==> config.mk <==
export PLATFORM = sky130hd
export DESIGN_NAME = tick_sequencer
export DESIGN_NICKNAME = d
export VERILOG_FILES = /design/src/rtl/tick_sequencer.sv
export SDC_FILE = /design/constraint.sdc
export NUM_CORES = 1
export LEC_CHECK = 0
export CAP_MARGIN = 20
export CORE_MARGIN = 8
export CORE_UTILIZATION = 30
export DETAILED_ROUTE_END_ITERATION = 8
export SYNTH_ARGS = -nofsm -noshare
export SYNTH_HDL_FRONTEND = slang
export SYNTH_SLANG_ARGS = --single-unit
==> constraint.sdc <==
create_clock -name clk -period 3.9 [get_ports clk]
set_input_delay 0.39 -clock clk [delete_from_list [all_inputs] [get_ports clk]]
set_output_delay 0.39 -clock clk [all_outputs]
set_load 0.1 [all_outputs]
==> src/rtl/tick_sequencer.sv <==
// Run controller: rate-selectable tick divider issuing STEPS shift_en pulses
// per run, with start / pause-toggle / abort control pulses.
module tick_sequencer #(
    parameter int CLOCK_FREQ = 100_000_000,
    parameter int BASE_HZ    = 2,
    parameter int STEPS      = 8
) (
    input  logic                             clk,
    input  logic                             rst_n,
    input  logic                             start,
    input  logic                             pause,
    input  logic                             abort,
    input  logic [1:0]                       rate_sel,
    output logic                             shift_en,
    output logic [$clog2(STEPS+1)-1:0]       step,
    output logic                             busy,
    output logic                             paused,
    output logic                             done
);

    localparam int LIMIT0 = CLOCK_FREQ / BASE_HZ;
    localparam int LIMIT1 = CLOCK_FREQ / (BASE_HZ << 1);
    localparam int LIMIT2 = CLOCK_FREQ / (BASE_HZ << 2);
    localparam int LIMIT3 = CLOCK_FREQ / (BASE_HZ << 3);
    localparam int CW     = $clog2(LIMIT0);
    localparam int SW     = $clog2(STEPS + 1);

    localparam logic [CW-1:0] MAX0 = CW'(LIMIT0 - 1);
    localparam logic [CW-1:0] MAX1 = CW'(LIMIT1 - 1);
    localparam logic [CW-1:0] MAX2 = CW'(LIMIT2 - 1);
    localparam logic [CW-1:0] MAX3 = CW'(LIMIT3 - 1);

    localparam logic [1:0] S_IDLE   = 2'd0;
    localparam logic [1:0] S_RUN    = 2'd1;
    localparam logic [1:0] S_PAUSED = 2'd2;
    localparam logic [1:0] S_DONE   = 2'd3;

    generate
        if (LIMIT3 < 2) begin : g_bad_rate
            $error("tick_sequencer: fastest tick interval must be >= 2 cycles");
        end
    endgenerate

    logic [1:0]    state_q, state_d;
    logic [CW-1:0] cnt_q, cnt_d;
    logic [SW-1:0] step_q, step_d;
    logic [1:0]    rate_q, rate_d;
    logic          shift_q, shift_d;
    logic          done_q, done_d;
    logic          busy_q, busy_d;
    logic          paused_q, paused_d;
    logic [CW-1:0] max_cnt;
    logic          tick;
    logic          last;

    always_comb begin
        max_cnt = MAX0;
        unique case (rate_q)
            2'd0: max_cnt = MAX0;
            2'd1: max_cnt = MAX1;
            2'd2: max_cnt = MAX2;
            2'd3: max_cnt = MAX3;
        endcase
    end

    assign tick = (cnt_q == max_cnt);
    assign last = (step_q == SW'(STEPS - 1));

    // Abort outranks the tick; the terminal tick outranks pause.
    always_comb begin
        state_d = state_q;
        cnt_d   = cnt_q;
        step_d  = step_q;
        rate_d  = rate_q;
        shift_d = 1'b0;
        done_d  = 1'b0;
        unique case (state_q)
            S_IDLE: begin
                if (start && !abort) begin
                    state_d = S_RUN;
                    cnt_d   = '0;
                    step_d  = '0;
                    rate_d  = rate_sel;
                end
            end
            S_RUN: begin
                if (abort) begin
                    state_d = S_IDLE;
                    cnt_d   = '0;
                    step_d  = '0;
                end else if (tick) begin
                    shift_d = 1'b1;
                    cnt_d   = '0;
                    step_d  = step_q + SW'(1);
                    rate_d  = rate_sel;
                    if (last) begin
                        state_d = S_DONE;
                        done_d  = 1'b1;
                    end else if (pause) begin
                        state_d = S_PAUSED;
                    end
                end else if (pause) begin
                    state_d = S_PAUSED;
                end else begin
                    cnt_d = cnt_q + CW'(1);
                end
            end
            S_PAUSED: begin
                if (abort) begin
                    state_d = S_IDLE;
                    cnt_d   = '0;
                    step_d  = '0;
                end else if (pause) begin
                    state_d = S_RUN;
                end
            end
            S_DONE: begin
                state_d = S_IDLE;
            end
            default: begin
                state_d = S_IDLE;
            end
        endcase
        busy_d   = (state_d == S_RUN) || (state_d == S_PAUSED);
        paused_d = (state_d == S_PAUSED);
    end

    always_ff @(posedge clk) begin
        if (!rst_n) begin
            state_q  <= S_IDLE;
            cnt_q    <= '0;
            step_q   <= '0;
            rate_q   <= '0;
            shift_q  <= 1'b0;
            done_q   <= 1'b0;
            busy_q   <= 1'b0;
            paused_q <= 1'b0;
        end else begin
            state_q  <= state_d;
            cnt_q    <= cnt_d;
            step_q   <= step_d;
            rate_q   <= rate_d;
            shift_q  <= shift_d;
            done_q   <= done_d;
            busy_q   <= busy_d;
            paused_q <= paused_d;
        end
    end

    assign shift_en = shift_q;
    assign step     = step_q;
    assign busy     = busy_q;
    assign paused   = paused_q;
    assign done     = done_q;

endmodule

==> results_tabular.tex, run 1 <==
\begin{tabular}{lr}
\hline
Metric & Value \\
\hline
\multicolumn{2}{l}{\textbf{Outcome}} \\
\quad Status & complete, no violations \\
\multicolumn{2}{l}{\textbf{Final layout}} \\
\quad \# nets final & around 320 \\
\quad Synthesis-to-layout area growth & 11.3\% \\
\quad Fraction of layout cells with a size suffix above 1 & 0.0523 \\
\quad Number of inserted filler cells in the final layout & 793 \\
\quad Count of antenna diodes in the layout & 0 \\
\quad Most frequent cells in the layout & sky130\_fd\_sc\_hd\_\_nand2\_1, sky130\_fd\_sc\_hd\_\_dfxtp\_1, sky130\_fd\_sc\_hd\_\_a21oi\_1, sky130\_fd\_sc\_hd\_\_nor2\_1, sky130\_fd\_sc\_hd\_\_nand3\_1 \\
\multicolumn{2}{l}{\textbf{Placed design}} \\
\quad Last weighted congestion value of the routability-driven placer & 0.854 \\
\quad Detailed Place HPWL & approximately 4400 µm \\
\quad Port bufs & 14 \\
\multicolumn{2}{l}{\textbf{Clock tree}} \\
\quad CTS H-tree depth & 2 \\
\quad Number of sinks handled by clock tree synthesis & 38 \\
\quad Cell chosen for the clock root & sky130\_fd\_sc\_hd\_\_clkbuf\_8 \\
\quad PostCTS Resize Cnt & 0 \\
\quad CTS tree & yes \\
\quad Total setup buffers inserted after CTS & 0 \\
\quad Insertion delay to the later sink of the worst-skew pair & 0.29 ns \\
\quad Hold bufs inserted after CTS & 0 \\
\quad Maximum buffer depth of the clock tree & 2 \\
\quad Clock buffer count from CTS & 5 \\
\quad Clock edge transition at the registers on the reported setup and hold paths & $\sim$0.070 ns \\
\multicolumn{2}{l}{\textbf{Setup path}} \\
\quad Capturing element type of the critical path & flop \\
\quad Maximum net fanout on the critical path & 35 \\
\quad Crit Reg-Reg Endpoint & cnt\_q[10]\$\_SDFFE\_PN0P\_ \\
\quad Critical path type & reg -> reg \\
\quad Cell count of the worst reg-to-reg path & 7 \\
\quad Setup crit start kind & flop \\
\quad Setup slack of the worst register-to-register path & 0.77 ns \\
\quad Start of the worst register-to-register path & rate\_q[0]\$\_SDFFE\_PN0P\_ \\
\quad Required time worst endpoint & roughly 4.1 ns \\
\quad Arr. time, crit path & $\sim$3.3 ns \\
\multicolumn{2}{l}{\textbf{STA}} \\
\quad Highest clock frequency the design can meet & 320 MHz \\
\quad Final worst path period need & 3.13 ns \\
\quad Remaining max-slew budget at the tightest pin & 0.338 \\
\quad Hold Fails Final Rpt & 0 \\
\quad Setup TNS & 0 ns \\
\quad Setup clock skew after layout & around 0.011 ns \\
\quad Post-route clock period utilization & 0.802 \\
\quad Worst Tran Pin Value & about 0.99 ns \\
\quad Final count of pins violating max slew & 0 \\
\quad \# setup viols final & 0 \\
\quad RSZ-0062 raised after global routing & false \\
\multicolumn{2}{l}{\textbf{Logic synthesis}} \\
\quad Cell types with the largest area share after synthesis & sky130\_fd\_sc\_hd\_\_dfxtp\_1, sky130\_fd\_sc\_hd\_\_nand2\_1, sky130\_fd\_sc\_hd\_\_a21oi\_1, sky130\_fd\_sc\_hd\_\_nand3\_1, sky130\_fd\_sc\_hd\_\_nand4\_1 \\
\quad Primary FF master, synth & sky130\_fd\_sc\_hd\_\_dfxtp\_1 \\
\quad Mean Syn Cell Area & approximately 7.6 µm² \\
\quad Syn Nets & roughly 310 \\
\quad Post-synthesis sequential area ratio & 0.333 \\
\quad Number of synthesized register bits & 38 \\
\quad Cells after Synth & a little over 300 \\
\quad Count of distinct cell types in the synthesized netlist & 50 \\
\quad Count of warnings emitted by yosys & 0 \\
\quad Yosys top cell area share & 0.333 \\
\quad Count of flip-flops with a built-in enable after synthesis & 0 \\
\quad Asr flop ratio synth & 0 \\
\quad Summed instance area of the synthesized netlist & 2290 µm² \\
\quad Cell type contributing the most total cell area after synthesis & sky130\_fd\_sc\_hd\_\_dfxtp\_1 \\
\multicolumn{2}{l}{\textbf{Route}} \\
\quad Number of vias after detailed routing & roughly 2300 \\
\quad Routed wire length per instance & approximately 15 µm \\
\quad Length of the first detailed-routing pass in iterations & 4 \\
\quad Iteration-0 DRC count of the detailed router & approximately 200 \\
\quad Remaining antenna violation count after routing & 0 \\
\quad Routed wire length & 6270 µm \\
\quad Total DRC errors in the routed layout & 0 \\
\quad Average via count per standard cell & 5.65 \\
\multicolumn{2}{l}{\textbf{Floorplanning}} \\
\quad Effective utilization at floorplan & 0.302 \\
\quad Area of the die & between 10000 and 15000 µm² \\
\quad Floorplan die width & roughly 100 µm \\
\quad Area of the core & approximately 7600 µm² \\
\quad Overall die height & between 100 and 150 µm \\
\quad Total number of placement rows & 32 \\
\quad Boundary pin count & 15 \\
\multicolumn{2}{l}{\textbf{GRT}} \\
\quad Via count of the first global-routing pass & around 2300 \\
\quad Number of antenna violations at the first check in global routing & 0 \\
\quad Maximum number of pins on one net before global-route repair & 36 \\
\quad Total Routing Usage GR & 0.125 \\
\quad Total congestion overflow after global routing & 0 \\
\quad Wire length of the first global-routing pass & approximately 11000 µm \\
\multicolumn{2}{l}{\textbf{Power}} \\
\quad IR drop worst, VDD & 0.149 mV \\
\quad Overall power after layout & about 730 µW \\
\quad Power Density & about 290 nW/µm² \\
\quad Static power due to leakage & between 0.0007 and 0.0008 µW \\
\multicolumn{2}{l}{\textbf{Run}} \\
\quad Reported max-cap violation count & 0 \\
\multicolumn{2}{l}{\textbf{Hold path}} \\
\quad Path category of the worst min-delay check & reg -> reg \\
\quad HP Start & cnt\_q[20]\$\_SDFFE\_PN0P\_ \\
\quad Worst Hold End & cnt\_q[20]\$\_SDFFE\_PN0P\_ \\
\quad WHS Path Cells & 2 \\
\hline
\end{tabular}
-- layer usage --
metal | GRT usage | part of all wire | vias up | routed length, µm
met4 | 0.0601 | 0.017 | 0 | 106
met1 | 0.156 | 0.47 | 1095 | 2980
met5 | 0 | 0 | - | 0
met2 | 0.198 | 0.45 | 67 | 2830
met3 | 0.0274 | 0.057 | 11 | 358
li1 | - | - | 1133 | -
-- cell usage after synthesis, types with 3 or more instances --
master	n
sky130_fd_sc_hd__a211oi_1	3
sky130_fd_sc_hd__a21oi_1	23
sky130_fd_sc_hd__a31oi_1	12
sky130_fd_sc_hd__and2_1	3
sky130_fd_sc_hd__clkbuf_1	12
sky130_fd_sc_hd__dfxtp_1	38
sky130_fd_sc_hd__ha_1	3
sky130_fd_sc_hd__inv_1	9
sky130_fd_sc_hd__mux2i_1	5
sky130_fd_sc_hd__nand2_1	38
sky130_fd_sc_hd__nand2b_1	3
sky130_fd_sc_hd__nand3_1	20
sky130_fd_sc_hd__nand4_1	16
sky130_fd_sc_hd__nor2_1	22
sky130_fd_sc_hd__nor3_1	8
sky130_fd_sc_hd__nor4_1	7
sky130_fd_sc_hd__o21ai_0	7
sky130_fd_sc_hd__o21ai_1	13
sky130_fd_sc_hd__o31ai_1	3
sky130_fd_sc_hd__or3_1	9
sky130_fd_sc_hd__or4_1	7
-- how the worst max path moves through the flow --
stage                        endpoint                    from  cells after the start
5_1_grt        cnt_q[10]$_SDFFE_PN0P_  rate_q[0]$_SDFFE_PN0P_                      7
4_1_cts        cnt_q[10]$_SDFFE_PN0P_  rate_q[0]$_SDFFE_PN0P_                      7
2_1_floorplan       paused$_SDFF_PN0_   cnt_q[0]$_SDFFE_PN0P_                      9
6_report       cnt_q[10]$_SDFFE_PN0P_  rate_q[0]$_SDFFE_PN0P_                      7
3_5_place_dp   cnt_q[10]$_SDFFE_PN0P_  rate_q[0]$_SDFFE_PN0P_                      7
3_3_place_gp   cnt_q[25]$_SDFFE_PN0P_  rate_q[0]$_SDFFE_PN0P_                      7
-- cell families after synthesis --
group / share of synthesized area
compound gates: 0.226
xor+xnor: 0.00383
buf+inv: 0.0585
flops: 0.333
simple gates: 0.341
fa+ha+maj: 0.0164
mux: 0.0219
-- final cells by class --
cell class | count | area, µm² | area share
clock buffer | 7 | 76.3 | 0.0300
inverter | 11 | 41.3 | 0.0162
multi-input combinational | 235 | 1390 | 0.547
sequential | 38 | 761 | 0.299
tap | 102 | 128 | 0.0501
timing repair buffer | 15 | 148 | 0.0580
-- state kept, by name, summed over array words and instances, names as in the netlist --
signal / cells
busy: 1
cnt_q: 26
done: 1
paused: 1
rate_q: 2
shift_en: 1
state_q: 2
step: 4
-- where the power goes --
part           leakage [µW]  switching (µW)  internal (µW)
Combinational      0.000394            47.7           21.9
Sequential         0.000307            6.55            392
Clock             0.0000383             136            123
-- worst max-delay path, cell delays in order (launching register included) --
cell and delay [ns]:
sky130_fd_sc_hd__dfxtp_1 0.65, sky130_fd_sc_hd__o21ai_0 0.20, sky130_fd_sc_hd__o211ai_2 0.11, sky130_fd_sc_hd__o21ai_1 0.12, sky130_fd_sc_hd__nor4_4 0.65, sky130_fd_sc_hd__a32oi_4 0.53, sky130_fd_sc_hd__or4_1 0.63, sky130_fd_sc_hd__a21oi_1 0.15
-- metrics by stage --
step	setup slack, ns	hold WS (ns)	util	std cells	cell area (µm²)
floorplan	1.59	0.467	-	302	2290
global placement	0.919	0.484	0.326	401	2470
detailed placement	0.820	0.500	0.326	401	2470
CTS	0.796	0.506	0.336	408	2550
global route	0.577	0.526	0.336	408	2550
finish	0.772	0.508	0.336	408	2550
(Power assumes the default switching activity.)
==> run 2: changes to the inputs <==
clock period = 2.7 ns   (was 3.9 ns; I/O delays follow)
==> results_tabular.tex, run 2 (synthesis gave the netlist of run 1 again) <==
\begin{tabular}{lr}
\hline
Metric & Value \\
\hline
\multicolumn{2}{l}{\textbf{Setup path}} \\
\quad Crit Reg-Reg Endpoint & cnt\_q[6]\$\_SDFFE\_PN0P\_ (was cnt\_q[10]\$\_SDFFE\_PN0P\_) \\
\quad Required time worst endpoint & 2.91 ns (was 4.11 ns) \\
\quad Number of buffer and inverter instances along the worst setup path & 3 (was 0) \\
\quad Start of the worst register-to-register path & rate\_q[0]\$\_SDFFE\_PN0P\_ (unchanged) \\
\quad Cell count of the worst reg-to-reg path & 9 (was 7) \\
\quad Arr. time, crit path & 2.66 ns (was 3.34 ns) \\
\quad CP dominant cell by count & sky130\_fd\_sc\_hd\_\_buf\_4 \\
\quad Chain of cells forming the critical path & buf\_4, o21ai\_0, a31oi\_1, nor4\_4, buf\_4, a32oi\_4, buf\_4, nand2\_1, o211ai\_1 (was o21ai\_0, o211ai\_2, o21ai\_1, nor4\_4, a32oi\_4, or4\_1, a21oi\_1) \\
\quad Setup crit start kind & flop (unchanged) \\
\quad Setup slack of the worst register-to-register path & 0.25 ns (was 0.77 ns) \\
\quad Capturing element type of the critical path & flop (unchanged) \\
\quad Critical path's largest stage delay & 0.53 ns (was 0.65 ns) \\
\quad Maximum net fanout on the critical path & 25 (was 35) \\
\quad Critical path type & reg -> reg (unchanged) \\
\quad Cell with the largest stage delay on the worst path & sky130\_fd\_sc\_hd\_\_dfxtp\_1 (unchanged) \\
\quad Worst path top cell family by delay & compound AO/OA/AOI/OAI gates (was simple AND/OR/NAND/NOR gates) \\
\multicolumn{2}{l}{\textbf{Clock tree}} \\
\quad Cell chosen for the clock root & sky130\_fd\_sc\_hd\_\_clkbuf\_8 (unchanged) \\
\quad Number of sinks handled by clock tree synthesis & 38 (unchanged) \\
\quad CTS H-tree depth & 2 (unchanged) \\
\quad Clock edge transition at the registers on the reported setup and hold paths & 0.09 ns (was 0.07 ns) \\
\quad CTS tree & yes (unchanged) \\
\quad Maximum buffer depth of the clock tree & 2 (unchanged) \\
\quad Clock buffer count from CTS & 5 (unchanged) \\
\quad Insertion delay to the later sink of the worst-skew pair & 0.29 ns (about the same) \\
\multicolumn{2}{l}{\textbf{STA}} \\
\quad \# setup viols final & 0 (unchanged) \\
\quad RSZ-0062 raised after global routing & false (unchanged) \\
\quad Worst Tran Pin Value & 0.571 ns (was 0.992 ns) \\
\quad Post-route clock period utilization & 0.907 (was 0.802) \\
\quad Setup TNS & 0 ns (unchanged) \\
\quad Final count of pins violating max slew & 0 (unchanged) \\
\quad Setup clock skew after layout & 0.0101 ns (was 0.0107 ns) \\
\quad Remaining max-slew budget at the tightest pin & 0.616 (was 0.338) \\
\quad Final worst path period need & 2.45 ns (was 3.13 ns) \\
\quad Hold Fails Final Rpt & 0 (unchanged) \\
\quad Highest clock frequency the design can meet & 408 MHz (was 320 MHz) \\
\multicolumn{2}{l}{\textbf{GRT}} \\
\quad Number of antenna violations at the first check in global routing & 0 (unchanged) \\
\quad Via count of the first global-routing pass & 2220 (was 2263) \\
\quad Maximum number of pins on one net before global-route repair & 26 (was 36) \\
\quad Wire length of the first global-routing pass & 10900 µm (was 10600 µm) \\
\quad Total Routing Usage GR & 0.129 (was 0.125) \\
\quad Total congestion overflow after global routing & 0 (unchanged) \\
\multicolumn{2}{l}{\textbf{Placed design}} \\
\quad Port bufs & 14 (unchanged) \\
\quad Number of placed instances, taps included & 420 (was 401) \\
\quad Detailed Place HPWL & 4740 µm (was 4440 µm) \\
\quad Last weighted congestion value of the routability-driven placer & 0.878 (was 0.854) \\
\multicolumn{2}{l}{\textbf{Route}} \\
\quad Total DRC errors in the routed layout & 0 (unchanged) \\
\quad Length of the first detailed-routing pass in iterations & 5 (was 4) \\
\quad Remaining antenna violation count after routing & 0 (unchanged) \\
\quad Routed wire length & 6500 µm (was 6270 µm) \\
\quad Routed wire length per instance & 15.2 µm (was 15.4 µm) \\
\quad Number of vias after detailed routing & 2345 (was 2306) \\
\quad Iteration-0 DRC count of the detailed router & 214 (was 195) \\
\quad Average via count per standard cell & 5.48 (was 5.65) \\
\multicolumn{2}{l}{\textbf{Floorplanning}} \\
\quad Area of the core & 7570 µm² (unchanged) \\
\quad Boundary pin count & 15 (unchanged) \\
\quad Overall die height & 103 µm (unchanged) \\
\quad Floorplan die width & 103 µm (unchanged) \\
\quad Total number of placement rows & 32 (unchanged) \\
\quad Effective utilization at floorplan & 0.302 (unchanged) \\
\quad Area of the die & 10700 µm² (unchanged) \\
\multicolumn{2}{l}{\textbf{Final layout}} \\
\quad Synthesis-to-layout area growth & 17.7\% (was 11.3\%) \\
\quad Max FFs per register & 26 (unchanged) \\
\quad Count of antenna diodes in the layout & 0 (unchanged) \\
\quad \# nets final & 335 (was 316) \\
\quad Fraction of layout cells with a size suffix above 1 & 0.144 (was 0.0523) \\
\quad Most frequent cells in the layout & sky130\_fd\_sc\_hd\_\_nand2\_1, sky130\_fd\_sc\_hd\_\_dfxtp\_1, sky130\_fd\_sc\_hd\_\_buf\_4, sky130\_fd\_sc\_hd\_\_a21oi\_1, sky130\_fd\_sc\_hd\_\_nor2\_1 (was sky130\_fd\_sc\_hd\_\_nand2\_1, sky130\_fd\_sc\_hd\_\_dfxtp\_1, sky130\_fd\_sc\_hd\_\_a21oi\_1, sky130\_fd\_sc\_hd\_\_nor2\_1, sky130\_fd\_sc\_hd\_\_nand3\_1) \\
\quad Layout Cells excl Fill & 428 (was 408) \\
\quad Finished Core Util & 0.356 (was 0.336) \\
\quad Largest register by flop count & cnt\_q (unchanged) \\
\multicolumn{2}{l}{\textbf{Power}} \\
\quad Overall power after layout & 1110 µW (was 727 µW) \\
\quad Static power due to leakage & 0.000861 µW (was 0.000739 µW) \\
\quad Power Density & 413 nW/µm² (was 285 nW/µm²) \\
\quad IR drop worst, VDD & 0.161 mV (was 0.149 mV) \\
\multicolumn{2}{l}{\textbf{Hold path}} \\
\quad Path category of the worst min-delay check & reg -> reg (unchanged) \\
\quad WHS Path Cells & 2 (unchanged) \\
\quad HP Start & step[1]\$\_SDFFE\_PN0P\_ (was cnt\_q[20]\$\_SDFFE\_PN0P\_) \\
\quad Worst Hold End & step[1]\$\_SDFFE\_PN0P\_ (was cnt\_q[20]\$\_SDFFE\_PN0P\_) \\
\multicolumn{2}{l}{\textbf{Outcome}} \\
\quad Status & complete, no violations (unchanged) \\
\multicolumn{2}{l}{\textbf{Run}} \\
\quad Reported max-cap violation count & 0 (unchanged) \\
\hline
\end{tabular}
[run 2: cell types whose count changed in the layout (fill, tap and decap cells not counted), sizes merged]
cell | previous run | this run
clkinv | 0 | 1
clkbuf | 7 | 6
buf | 1 | 28
clkinvlp | 0 | 1
clkdlybuf4s50 | 14 | 6
[run 2: worst max path at each step]
| stage | startpoint | to | depth (start not counted) |
|---|---|---|---|
| after floorplan | cnt_q[0]$_SDFFE_PN0P_ | paused$_SDFF_PN0_ | 9 |
| after global placement | cnt_q[0]$_SDFFE_PN0P_ | cnt_q[19]$_SDFFE_PN0P_ | 9 |
| after detailed placement | abort | cnt_q[3]$_SDFFE_PN0P_ | 9 |
| after CTS | cnt_q[0]$_SDFFE_PN0P_ | cnt_q[3]$_SDFFE_PN0P_ | 9 |
| after global routing | cnt_q[0]$_SDFFE_PN0P_ | step[2]$_SDFFE_PN0P_ | 9 |
| final | rate_q[0]$_SDFFE_PN0P_ | cnt_q[6]$_SDFFE_PN0P_ | 9 |
[run 2: layout make-up]
| cell class | instances | area, µm² |
|---|---|---|
| inverter | 11 | 41.3 |
| timing repair buffer | 34 | 270 |
| clock buffer | 6 | 82.6 |
| multi-input combinational | 235 | 1400 |
| clock inverter | 2 | 12.5 |
| fill | 787 | 4870 |
| sequential | 38 | 761 |
| tap | 102 | 128 |
[run 2: power by group]
group	switching, µW	internal, µW
sequential	6.99	566
combinational	77.1	42.6
clock	215	206
total	299	814
[run 2: worst register-to-register path, cell delays in order (launching register included)]
cell                       delay [ns]
sky130_fd_sc_hd__dfxtp_1         0.53
sky130_fd_sc_hd__buf_4           0.22
sky130_fd_sc_hd__o21ai_0         0.09
sky130_fd_sc_hd__a31oi_1         0.27
sky130_fd_sc_hd__nor4_4          0.07
sky130_fd_sc_hd__buf_4           0.19
sky130_fd_sc_hd__a32oi_4         0.28
sky130_fd_sc_hd__buf_4           0.31
sky130_fd_sc_hd__nand2_1         0.21
sky130_fd_sc_hd__o211ai_1        0.21
[run 2: routing by layer]
layer  vias to the layer above  GRT usage  wire (µm)
li1                       1178          -          -
met1                      1096      0.173       3240
met2                        69      0.197       2840
met3                         2     0.0301        375
met4                         0     0.0423         47
met5                         -          0          0
[run 2: timing repair]
item | in CTS | in global routing
resized for setup | 0 | 1
hold buffers | 0 | 0
endpoints found under the setup margin | 0 | 1
setup buffers | 0 | 0
endpoints found under the hold margin | 0 | 0
[run 2: metrics by stage]
step	cell area, µm²	setup slack, ns	hold WS [ns]
floorplan	2290	0.388	0.412
global placement	2590	0.241	0.489
detailed placement	2590	0.225	0.494
CTS	2690	0.225	0.511
global route	2690	0.0199	0.535
finish	2690	0.251	0.508
==> run 3: changes to the inputs <==
CORE_ASPECT_RATIO = 1.25   (was unset)
==> results_tabular.tex, run 3 (synthesis gave the netlist of run 1 again) <==
\begin{tabular}{lr}
\hline
Metric & Value \\
\hline
\multicolumn{2}{l}{\textbf{Outcome}} \\
\quad Status & complete, no violations (unchanged) \\
\multicolumn{2}{l}{\textbf{Final layout}} \\
\quad Finished Core Util & 0.369 (was 0.356) \\
\quad Footprint of the flip-flops and latches & 761 µm² (unchanged) \\
\quad Count of antenna diodes in the layout & 0 (unchanged) \\
\quad Max FFs per register & 26 (unchanged) \\
\quad Combined area of the multi-input logic cells & 1400 µm² (about the same) \\
\quad \# nets final & 338 (was 335) \\
\quad Number of inserted filler cells in the final layout & 753 (was 787) \\
\quad Most frequent cells in the layout & sky130\_fd\_sc\_hd\_\_nand2\_1, sky130\_fd\_sc\_hd\_\_dfxtp\_1, sky130\_fd\_sc\_hd\_\_buf\_4, sky130\_fd\_sc\_hd\_\_a21oi\_1, sky130\_fd\_sc\_hd\_\_nor2\_1 (unchanged) \\
\quad Fraction of layout cells with a size suffix above 1 & 0.152 (was 0.144) \\
\quad Synthesis-to-layout area growth & 19.4\% (was 17.7\%) \\
\quad Largest register by flop count & cnt\_q (unchanged) \\
\quad Layout Cells excl Fill & 421 (was 428) \\
\multicolumn{2}{l}{\textbf{Route}} \\
\quad Iteration-0 DRC count of the detailed router & 194 (was 214) \\
\quad Remaining antenna violation count after routing & 0 (unchanged) \\
\quad Number of vias after detailed routing & 2378 (was 2345) \\
\quad Total DRC errors in the routed layout & 0 (unchanged) \\
\quad Routed wire length per instance & 15.5 µm (was 15.2 µm) \\
\quad Average via count per standard cell & 5.65 (was 5.48) \\
\quad Length of the first detailed-routing pass in iterations & 4 (was 5) \\
\quad Routed wire length & 6510 µm (was 6500 µm) \\
\multicolumn{2}{l}{\textbf{Clock tree}} \\
\quad CTS tree & yes (unchanged) \\
\quad Insertion delay to the later sink of the worst-skew pair & 0.29 ns (about the same) \\
\quad Clock buffer count from CTS & 5 (unchanged) \\
\quad CTS H-tree depth & 2 (unchanged) \\
\quad Maximum buffer depth of the clock tree & 2 (unchanged) \\
\quad Total setup buffers inserted after CTS & 0 (unchanged) \\
\quad Cell chosen for the clock root & sky130\_fd\_sc\_hd\_\_clkbuf\_8 (unchanged) \\
\quad Clock edge transition at the registers on the reported setup and hold paths & 0.08 ns (was 0.09 ns) \\
\quad Number of sinks handled by clock tree synthesis & 38 (unchanged) \\
\multicolumn{2}{l}{\textbf{Setup path}} \\
\quad CP dominant cell by count & sky130\_fd\_sc\_hd\_\_buf\_4 (unchanged) \\
\quad Required time worst endpoint & 2.91 ns (about the same) \\
\quad Setup crit start kind & flop (unchanged) \\
\quad Worst path top cell family by delay & simple AND/OR/NAND/NOR gates (was compound AO/OA/AOI/OAI gates) \\
\quad Critical path's largest stage delay & 0.57 ns (was 0.53 ns) \\
\quad Chain of cells forming the critical path & buf\_4, nand3b\_1, o21ai\_1, a31oi\_1, nor4b\_4, nand2\_2, buf\_4, or4\_1, a21oi\_1 (was buf\_4, o21ai\_0, a31oi\_1, nor4\_4, buf\_4, a32oi\_4, buf\_4, nand2\_1, o211ai\_1) \\
\quad Capturing element type of the critical path & flop (unchanged) \\
\quad Setup slack of the worst register-to-register path & 0.20 ns (was 0.25 ns) \\
\quad Crit Reg-Reg Endpoint & step[2]\$\_SDFFE\_PN0P\_ (was cnt\_q[6]\$\_SDFFE\_PN0P\_) \\
\quad Critical path type & reg -> reg (unchanged) \\
\quad Cell count of the worst reg-to-reg path & 9 (unchanged) \\
\quad Cell with the largest stage delay on the worst path & sky130\_fd\_sc\_hd\_\_dfxtp\_1 (unchanged) \\
\quad Maximum net fanout on the critical path & 17 (was 25) \\
\quad Arr. time, crit path & 2.71 ns (was 2.66 ns) \\
\quad Start of the worst register-to-register path & rate\_q[0]\$\_SDFFE\_PN0P\_ (unchanged) \\
\quad Number of buffer and inverter instances along the worst setup path & 2 (was 3) \\
\multicolumn{2}{l}{\textbf{GRT}} \\
\quad Maximum number of pins on one net before global-route repair & 25 (was 26) \\
\quad Fraction of met2 tracks used by global routing & 0.220 (was 0.197) \\
\quad Total Routing Usage GR & 0.125 (was 0.129) \\
\quad Total congestion overflow after global routing & 0 (unchanged) \\
\quad Wire length of the first global-routing pass & 11000 µm (was 10900 µm) \\
\quad Number of antenna violations at the first check in global routing & 0 (unchanged) \\
\quad GR met1 Demand/Resource & 0.155 (was 0.173) \\
\quad Gr busiest metal & met2 (unchanged) \\
\quad Global routing usage on met3 & 0.0184 (was 0.0301) \\
\quad Via count of the first global-routing pass & 2292 (was 2220) \\
\multicolumn{2}{l}{\textbf{Placed design}} \\
\quad Detailed Place HPWL & 4810 µm (was 4740 µm) \\
\quad Last weighted congestion value of the routability-driven placer & 0.831 (was 0.878) \\
\quad Number of placed instances, taps included & 413 (was 420) \\
\quad Port bufs & 14 (unchanged) \\
\multicolumn{2}{l}{\textbf{Floorplanning}} \\
\quad Area of the core & 7400 µm² (was 7570 µm²) \\
\quad Floorplan die width & 94.1 µm (was 103 µm) \\
\quad Total number of placement rows & 35 (was 32) \\
\quad Boundary pin count & 15 (unchanged) \\
\quad Overall die height & 114 µm (was 103 µm) \\
\quad Area of the die & 10700 µm² (about the same) \\
\quad Effective utilization at floorplan & 0.309 (was 0.302) \\
\multicolumn{2}{l}{\textbf{Run}} \\
\quad Reported max-cap violation count & 0 (unchanged) \\
\multicolumn{2}{l}{\textbf{STA}} \\
\quad Highest clock frequency the design can meet & 400 MHz (was 408 MHz) \\
\quad \# setup viols final & 0 (unchanged) \\
\quad Final worst path period need & 2.50 ns (was 2.45 ns) \\
\quad Post-route clock period utilization & 0.925 (was 0.907) \\
\quad Remaining max-slew budget at the tightest pin & 0.638 (was 0.616) \\
\quad Hold Fails Final Rpt & 0 (unchanged) \\
\quad Setup TNS & 0 ns (unchanged) \\
\quad Setup clock skew after layout & 0.00790 ns (was 0.0101 ns) \\
\quad Final count of pins violating max slew & 0 (unchanged) \\
\quad Worst Tran Pin Value & 0.541 ns (was 0.571 ns) \\
\quad RSZ-0062 raised after global routing & false (unchanged) \\
\multicolumn{2}{l}{\textbf{Hold path}} \\
\quad WHS Path Cells & 2 (unchanged) \\
\quad Path category of the worst min-delay check & reg -> reg (unchanged) \\
\quad Worst Hold End & cnt\_q[20]\$\_SDFFE\_PN0P\_ (was step[1]\$\_SDFFE\_PN0P\_) \\
\quad HP Start & cnt\_q[20]\$\_SDFFE\_PN0P\_ (was step[1]\$\_SDFFE\_PN0P\_) \\
\multicolumn{2}{l}{\textbf{Power}} \\
\quad Static power due to leakage & 0.000891 µW (was 0.000861 µW) \\
\quad Power Density & 424 nW/µm² (was 413 nW/µm²) \\
\quad IR drop worst, VDD & 0.244 mV (was 0.161 mV) \\
\hline
\end{tabular}
## run 3: report_power, final
group	switching, µW	internal (µW)	leakage, µW
registers	7.37	566	0.000307
logic	77.3	45.6	0.000526
clock network	205	258	0.0000575
total	289	869	0.000891
## run 3: worst register-to-register path, cell delays in order, from the launching register on
cell	delay (ns)
sky130_fd_sc_hd__dfxtp_1	0.57
sky130_fd_sc_hd__buf_4	0.22
sky130_fd_sc_hd__nand3b_1	0.07
sky130_fd_sc_hd__o21ai_1	0.09
sky130_fd_sc_hd__a31oi_1	0.19
sky130_fd_sc_hd__nor4b_4	0.36
sky130_fd_sc_hd__nand2_2	0.09
sky130_fd_sc_hd__buf_4	0.22
sky130_fd_sc_hd__or4_1	0.47
sky130_fd_sc_hd__a21oi_1	0.14
## run 3: stage by stage
stage	hold WS, ns	setup slack, ns	instance area (µm²)	total power, µW
3_3_place_gp	0.480	0.251	2620	706
3_5_place_dp	0.497	0.213	2620	708
2_1_floorplan	0.412	0.388	2290	663
6_report	0.515	0.202	2730	1160
5_1_grt	0.535	0.0413	2730	1200
4_1_cts	0.510	0.197	2730	1170
## run 3: worst max-delay path by stage
stage	from	endpoint	slack, ns	cells after the start
floorplan	cnt_q[0]$_SDFFE_PN0P_	paused$_SDFF_PN0_	0.39	9
global placement	rate_q[0]$_SDFFE_PN0P_	busy$_SDFF_PN0_	0.25	10
detailed placement	cnt_q[0]$_SDFFE_PN0P_	cnt_q[3]$_SDFFE_PN0P_	0.21	8
CTS	cnt_q[0]$_SDFFE_PN0P_	cnt_q[3]$_SDFFE_PN0P_	0.20	8
global route	rate_q[0]$_SDFFE_PN0P_	busy$_SDFF_PN0_	0.04	10
finish	rate_q[0]$_SDFFE_PN0P_	step[2]$_SDFFE_PN0P_	0.20	9
## run 3: layer usage
metal | part of all wire | wire (µm) | vias up
li1 | - | - | 1175
met1 | 0.45 | 2900 | 1134
met2 | 0.51 | 3310 | 64
met3 | 0.040 | 262 | 5
met4 | 0.0057 | 37 | 0
met5 | 0 | 0 | -
## run 3: layout make-up
cell class	instances	share of cell area
sequential	38	0.279
tap	92	0.0421
clock buffer	8	0.0403
timing repair buffer	37	0.112
inverter	11	0.0151
multi-input combinational	235	0.512
## run 3: what timing repair did
item / in CTS / in global routing
setup endpoints to repair: 0 / 1
gates resized for setup: 0 / 1
hold buffers: 0 / 0
==> RTL change, RTL diff (config.mk and constraints of run 3) <==
The parameter `STEPS` goes from 8 to 4.
--- a/src/rtl/tick_sequencer.sv
+++ b/src/rtl/tick_sequencer.sv
@@ -4,5 +4,5 @@
     parameter int CLOCK_FREQ = 100_000_000,
     parameter int BASE_HZ    = 2,
-    parameter int STEPS      = 8
+    parameter int STEPS      = 4
 ) (
     input  logic                             clk,
Ports: changed (resized step); port bits go from 15 to 14. No check against the original RTL was run, so the function may have changed too.
==> RTL change against run 3 <==
  * Non-clock buffer count shrank 6
  * Power fell by 5.4%
  * First-iteration DRC count fell by 13%
  * Setup slack worse by 0.019 ns
  * Sequential cell count decreased by 1
  * Area after synthesis is 0.60% higher
  * Clock skew down 0.0017 ns
  * Via count fell by 7.5%
  * Count of clock-buffer cells in the layout decreased by 1
  * Cell area down 1.7%
  * Combinational power down 14%
  * Routed wire length is 0.38% higher
  * Critical endpoint is now cnt_q[10]$_SDFFE_PN0P_
  * Highest routed layer unchanged
==> RTL change: results (changes against run 3) <==
clock share of power: 39.5% (-0.4 points)
Setup crit end: cnt_q[10]$_SDFFE_PN0P_
via-per-instance ratio: 5.51 (-2.4%)
Post-Syn Nets: 293 (-6.1%)
share of layout cells above drive strength 1: 16.6% (+1.4 points)
Non-Filler Instances: 399 (-5.2%)
1st-iter DRT viols: 169 (-13%)
Inst Count DP: 391 (-5.3%)
Setup WS pre-CTS: 0.0196 ns (-0.194 ns)
Reg power frac: 50.8% (+1.3 points)
total track usage: 12.4% (-0.12 points)
hpwl dp: 4930 um (+2.5%)
switching portion of total power: 25.5% (+0.53 points)
sequential-to-total area share from yosys stat: 32.2% (-1.1 points)
synth cell count leaders: nor2_1, dfxtp_1, nand2_1
port buffer count: 13 (-1)
worst hold path startpoint: step[1]$_SDFFE_PN0P_
CP arrival: 2.68 ns (-0.03 ns)
Final GP Congestion: 0.909 (+9.5%)
Worst path slowest cell: or4b_4
fillers: 777 (+3.2%)
leading post-synthesis cells by cell area: dfxtp_1, nor2_1, nand2_1, a2111oi_4, a21oi_1
Setup WS post-layout: 0.183 ns (-0.0194 ns)
Static Leak: 0.861 nW (-3.4%)
outcome: complete, no violations
synth unique cells: 58 (+16%)
Syn Inst Count: 282 (-6.6%)
area of the multi-input gates: 0.00144 mm^2 (+3.1%)
Setup crit start: cnt_q[0]$_SDFFE_PN0P_
Cell Pwr Density: 408 mW/mm^2 (-3.7%)
pin count of the biggest net entering global routing: 19 (-24%)
Nets: 317 (-6.2%)
maximum VDD drop: 0.217 mV (-11%)
RTL change: kinds of logic after synthesis:
family / share of synthesized area (%)
buf+inv: 5.44
xor+xnor: 3.43
fa+ha+maj: 2.18
compound gates: 22.8
simple gates: 31.3
flops: 32.2
mux: 2.66
RTL change: per-layer routing:
| metal | wire, um | track usage [%] | vias to the layer above |
|---|---|---|---|
| met3 | 337 | 1.97 | 10 |
| met5 | 0 | 0 | - |
| met1 | 2770 | 15.1 | 1051 |
| li1 | - | - | 1078 |
| met2 | 3280 | 20.9 | 60 |
| met4 | 142 | 5.09 | 0 |
RTL change: layout make-up:
type / instances / share of cell area [%]
repair buffers: 31 / 9.23
flip-flops and latches: 37 / 27.7
multi-input cells: 222 / 53.8
clock buffers: 7 / 3.59
clock inverters: 1 / 0.186
inverters: 9 / 1.26
well taps: 92 / 4.29
RTL change: timing repair:
item                       CTS  global route
setup endpoints to repair    0            16
buffers inserted             0             0
hold buffers                 0             0
resized for setup            0             3
hold endpoints to repair     0             0
RTL change: worst min path at each step:
| stage | cells past startpoint | end | slack [ns] |
|---|---|---|---|
| 2_1_floorplan | 1 | state_q[1]$_SDFF_PN0_ | 0.35 |
| 3_3_place_gp | 2 | step[2]$_SDFFE_PN0P_ | 0.48 |
| 3_5_place_dp | 2 | step[1]$_SDFFE_PN0P_ | 0.49 |
| 4_1_cts | 2 | step[1]$_SDFFE_PN0P_ | 0.50 |
| 5_1_grt | 1 | step[0]$_SDFFE_PN0P_ | 0.52 |
| 6_report | 2 | step[1]$_SDFFE_PN0P_ | 0.50 |
RTL change: worst max-delay path, delay by kind of cell (launching register included):
kind            cells  cell delay, ns
fa+ha+maj           1            0.18
flops               1            0.37
xor+xnor            1            0.16
simple gates        5            1.14
compound gates      1            0.30
buf+inv             1            0.23
